`src/rtl/processor_pkg.sv`:
```
// processor_pkg: shared SPI master state encoding and byte width
package processor_pkg;
    localparam int SPI_BITS = 8;
    typedef enum logic [1:0] {IDLE = 2'd0, SETUP = 2'd1, SHIFT = 2'd2} spi_state_t;
endpackage

```
`src/rtl/spi_clk_tick.sv`:
```
// spi_clk_tick: DIV-cycle half-period counter emitting a one-cycle tick on expiry
module spi_clk_tick #(
    parameter int DIV = 4
) (
    input  logic CLK,
    input  logic reset,
    input  logic en,
    input  logic clr,
    output logic tick
);
    localparam int W = $clog2(DIV + 1);
    logic [W-1:0] cnt;
    assign tick = en && cnt == W'(DIV - 1);
    always_ff @(posedge CLK or posedge reset)
        if (reset) cnt <= '0;
        else if (clr) cnt <= '0;
        else if (en) cnt <= tick ? '0 : cnt + 1'b1;
endmodule

```
`src/rtl/spi_master_byte.sv`:
```
// spi_master_byte: mode-0 MSB-first byte SPI master with optional held chip select
module spi_master_byte
    import processor_pkg::*;
#(
    parameter int DIV = 4
) (
    input  logic                CLK,
    input  logic                reset,
    input  logic                start,
    input  logic [SPI_BITS-1:0] tx_data,
    input  logic                hold_cs,
    output logic [SPI_BITS-1:0] rx_data,
    output logic                busy,
    output logic                done,
    output logic                spi_clk,
    output logic                spi_mosi,
    input  logic                spi_miso,
    output logic                spi_cs_n
);
    spi_state_t          state;
    logic [SPI_BITS-1:0] sr;
    logic [4:0]          tcnt;
    logic                miso_q;
    logic                tick;
    logic                last;
    assign last = state == SHIFT && tcnt == 5'd16;
    spi_clk_tick #(.DIV(DIV)) u_tick (
        .CLK  (CLK),
        .reset(reset),
        .en   (state != IDLE && !last),
        .clr  (state == IDLE),
        .tick (tick)
    );
    // miso is held in miso_q on the rising toggle and shifted in on the falling one,
    // so the outgoing LSB is never overwritten before it is sent
    always_ff @(posedge CLK or posedge reset) begin
        if (reset) begin
            state    <= IDLE;
            sr       <= '0;
            tcnt     <= '0;
            miso_q   <= 1'b0;
            rx_data  <= '0;
            busy     <= 1'b0;
            done     <= 1'b0;
            spi_clk  <= 1'b0;
            spi_mosi <= 1'b0;
            spi_cs_n <= 1'b1;
        end else begin
            done <= 1'b0;
            case (state)
                IDLE:
                    if (start && !done) begin
                        sr       <= tx_data;
                        spi_mosi <= tx_data[SPI_BITS-1];
                        spi_cs_n <= 1'b0;
                        busy     <= 1'b1;
                        tcnt     <= '0;
                        state    <= SETUP;
                    end else if (!hold_cs && !start) spi_cs_n <= 1'b1;
                SETUP: if (tick) state <= SHIFT;
                SHIFT:
                    if (last) begin
                        done     <= 1'b1;
                        rx_data  <= sr;
                        busy     <= 1'b0;
                        spi_mosi <= 1'b0;
                        spi_cs_n <= !hold_cs;
                        state    <= IDLE;
                    end else if (tick) begin
                        spi_clk <= !spi_clk;
                        tcnt    <= tcnt + 5'd1;
                        if (!spi_clk) miso_q <= spi_miso;
                        else begin
                            sr       <= {sr[SPI_BITS-2:0], miso_q};
                            spi_mosi <= sr[SPI_BITS-2];
                        end
                    end
                default: state <= IDLE;
            endcase
        end
    end
endmodule
```
`config.mk`:
```
export PLATFORM = sky130hd
export DESIGN_NAME = spi_master_byte
export DESIGN_NICKNAME = d
export VERILOG_FILES = /design/src/rtl/processor_pkg.sv /design/src/rtl/spi_clk_tick.sv /design/src/rtl/spi_master_byte.sv
export SDC_FILE = /design/constraint.sdc
export NUM_CORES = 1
export LEC_CHECK = 0
export BUFFER_PORTS_ARGS = -buffer_cell sky130_fd_sc_hd__buf_4
export CAP_MARGIN = 20
export CORE_ASPECT_RATIO = 0.5
export CORE_MARGIN = 2
export CORE_UTILIZATION = 50
export DETAILED_ROUTE_END_ITERATION = 8
export HOLD_SLACK_MARGIN = 0.1
export PLACE_DENSITY_LB_ADDON = 0.1
export SLEW_MARGIN = 20
export SYNTH_ARGS = -nofsm -noshare
export SYNTH_HDL_FRONTEND = slang
export SYNTH_HIERARCHICAL = 1
export SYNTH_SLANG_ARGS = --single-unit
```
`constraint.sdc`:
```
create_clock -name CLK -period 5.4 [get_ports CLK]
set_input_delay 0.54 -clock CLK [delete_from_list [all_inputs] [get_ports CLK]]
set_output_delay 0.54 -clock CLK [all_outputs]
set_load 0.05 [all_outputs]
```
==> flow_summary.yaml <==
timing:
  worst_slack_ps: 2517
  relSlewSlack_pct: 51.25
  finClkSkew_ps: 6.060
  fin_setup_tns_ps: 0
  drv_slew: 0
  rsz0062_at_grt: "no"
  min_period_ps: 2883
  final-hold-violation-count: 0
  tightest_slew_ps: 729.8
  max_freq_mhz: 346.9
  fin_crit_sh_pct: 53.39
  holdWs_ps: 123.1
  finalSetupViolCount: 0
drt:
  vias_per_cell: 5.074
  routedWlPerCell_um: 13.28
  drtIter0Drc: 56
  drt_first_pass_iters: 4
  drt-total-wl_mm: 3.068
  ant_nets: 0
  drc_errors: 0
  vias: 1172
synthesis:
  synth_top_family_by_area: "simple AND/OR/NAND/NOR gates"
  ys.flop_type: "dfrtp_1"
  yosysTopAreaCell: "dfrtp_1"
  synth_fp_nets: 180
  synth-edff-count: 0
  yosysSeqAreaShare_pct: 51.94
  yosysMostFrequentCell: "nand2_1"
  synth-seq-cells: 32
  synthXorXnorAreaFrac_pct: 2.269
  synthDominantCellAreaShare_pct: 50.24
  avgSynthCellArea_sq_um: 9.415
  ys_top_cells_by_area: "dfrtp_1 50%, nand2_1 10%, nor2_1 4.4%"
  synthTopCellsByCount: "42 x nand2_1, 31 x dfrtp_1, 18 x nor2_1"
  synth-adder-area-share_pct: 2.431
  synth_compound_area_share_pct: 11.59
  synthCells: 164
  ys_warn_count: 6
  synth-simple-area-share_pct: 24.23
  yosysUniqueCellTypes: 34
  async_flop_share_pct: 100.0
  syn_area_sq_um: 1544
  synth.area.mux_share_pct: 2.674
finish:
  instances_no_fill: 231
  layout-drive-gt1-share_pct: 21.47
  postLayoutCellArea_sq_um: 1844
  diodes: 0
  fin_nets: 207
  post-route-util_pct: 61.93
  syn_to_final_growth_pct: 19.45
clocking:
  cts_buffers: 5
  cts_buffer_depth: 2
  cts_sinks: 32
  htree_levels: 2
  postCtsSetupBuffers: 0
  postCtsResizedCells: 0
  clk_pin_slew_worst_paths_ps: 70
  cts_tree: "done"
  clock_latency_ps: 280
  root_buffer: "clkbuf_8"
  hold_buffers: 0
hold_path:
  hold_class: "input pin to asynchronous set/reset pin"
worst_setup_path:
  path_class: "flop to flop"
  crit_chain: "nand2b_1, nor2_1, or2_2, nand2_1, nor2_1, nand2_1, o31ai_4, nor2_1, a31oi_1"
  worstSetupStartpointType: "flop"
  cp.arrival_ps: 3080
  crit_path_end_kind: "flop"
  crit_path_frequent_cell: "nor2_1"
  cp_max_fo: 17
  max_stage_delay_ps: 560
  cp_top_family: "simple AND/OR/NAND/NOR gates"
  cp_data_required_time_ps: 5600
  cp.buffers_inverters: 0
  crit_slowest_cell: "o31ai_4"
power:
  power.density_nw_per_um2: 475.2
  power_mw: 0.8764
  peakVddDrop_mv: 0.2203
  leakage_nw: 0.9080
floorplanning:
  die_area_sq_um: 3576
  start_util_pct: 51.85
  rows: 14
  design.core.area_sq_um: 2978
  io_pins: 26
  dieHeight_um: 43.30
  die_w_um: 82.59
placed_design:
  hpwl_mm: 2.170
  portBuffers: 25
  placed_area_sq_um: 1748
  gp_congestion: 0.7858
  place_inst: 224
  pre_cts_slack_ps: 2540
global_route:
  grt_pass1_vias: 1140
  grt_max_degree: 30
  globalRouteOverflowTotal: 0
  grt_usage_pct: 20.37
  antenna_found_initial: 0
  grt_pass1_wl_mm: 5.285
run_status:
  status: "finished, final reports clean"
run:
  cap_violations: 0
state kept, by name, summed over array words and instances, names as in the netlist:
signal      cells
spi_clk         1
spi_mosi        1
miso_q          1
done            1
spi_cs_n        1
sr              8
state           2
u_tick/cnt      3
tcnt            5
busy            1
rx_data         8
worst paths after layout:
check	cells past startpoint	end	startpoint	slack (ps)
setup / recovery	9	sr[5]$_DFFE_PP0P_	state[0]$_DFFE_PP0P_	2520
max in group asynchronous	3	spi_cs_n$_DFFE_PP1P_	reset	4750
hold / removal	2	u_tick/cnt[1]$_DFFE_PP0P_	reset	120
setup reg to reg	9	sr[5]$_DFFE_PP0P_	state[0]$_DFFE_PP0P_	2520
hold reg to reg	2	rx_data[7]$_DFFE_PP0P_	sr[7]$_DFFE_PP0P_	470
min in group CLK	2	rx_data[7]$_DFFE_PP0P_	sr[7]$_DFFE_PP0P_	470
logic make-up (layout without fill, tap and decap cells):
| group | Yosys count | count (layout) |
|---|---|---|
| and+or+nand+nor | 79 | 79 |
| DFF | 32 | 32 |
| AOI/OAI and AO/OA | 27 | 27 |
| buffers and inverters | 15 | 42 |
| xor gates and xnor gates | 4 | 4 |
| muxes | 4 | 4 |
| adders and majority gates | 3 | 3 |
worst register-to-register path, stage by stage (launching register included):
cell and delay, ps:
dfrtp_1 500, nand2b_1 440, nor2_1 260, or2_2 190, nand2_1 70, nor2_1 340
nand2_1 180, o31ai_4 560, nor2_1 90, a31oi_1 170
layer usage:
metal	wire length, um	track usage (%)	part of all wire, %
met5	0	0	0
met1	1574	28.03	51
met4	18	6.557	0.59
met2	1369	30.48	45
met3	106	6.596	3.5
cells in the final DEF (no fill, tap or decap), drive strengths merged:
cell / Yosys / layout
nand3b: 3 / 3
nor2: 18 / 18
xnor2: 3 / 3
a22o: 1 / 1
nand4: 1 / 1
mux2i: 3 / 3
nand3: 3 / 3
and3b: 1 / 1
a31oi: 7 / 7
nor4b: 1 / 1
and4bb: 1 / 1
buf: 5 / 26
o211ai: 1 / 1
mux2: 1 / 1
nor2b: 2 / 2
inv: 9 / 9
o22ai: 1 / 1
a21oi: 8 / 8
nand4bb: 1 / 1
o21ai: 6 / 6
or2: 1 / 1
a211oi: 1 / 1
nand2: 42 / 42
xor2: 1 / 1
nand2b: 4 / 4
or4b: 1 / 1
ha: 3 / 3
clkbuf: 1 / 7
dfstp: 1 / 1
o31ai: 1 / 1
o21bai: 1 / 1
dfrtp: 31 / 31
area by class of cell:
type	count	area (sq um)
fillers	264	1134
clock buffers	7	96.34
repair buffers	26	195.2
flip-flops and latches	32	802.0
inverters	9	33.78
well taps	40	50.05
multi-input cells	117	666.9
power breakdown:
part           internal (mW)  switching [mW]  total [mW]
clock network          0.114          0.0874       0.201
logic                  0.112           0.191       0.303
registers              0.312          0.0606       0.372
total                  0.537           0.339       0.876
No activity file was read; power rests on OpenSTA's default activity.
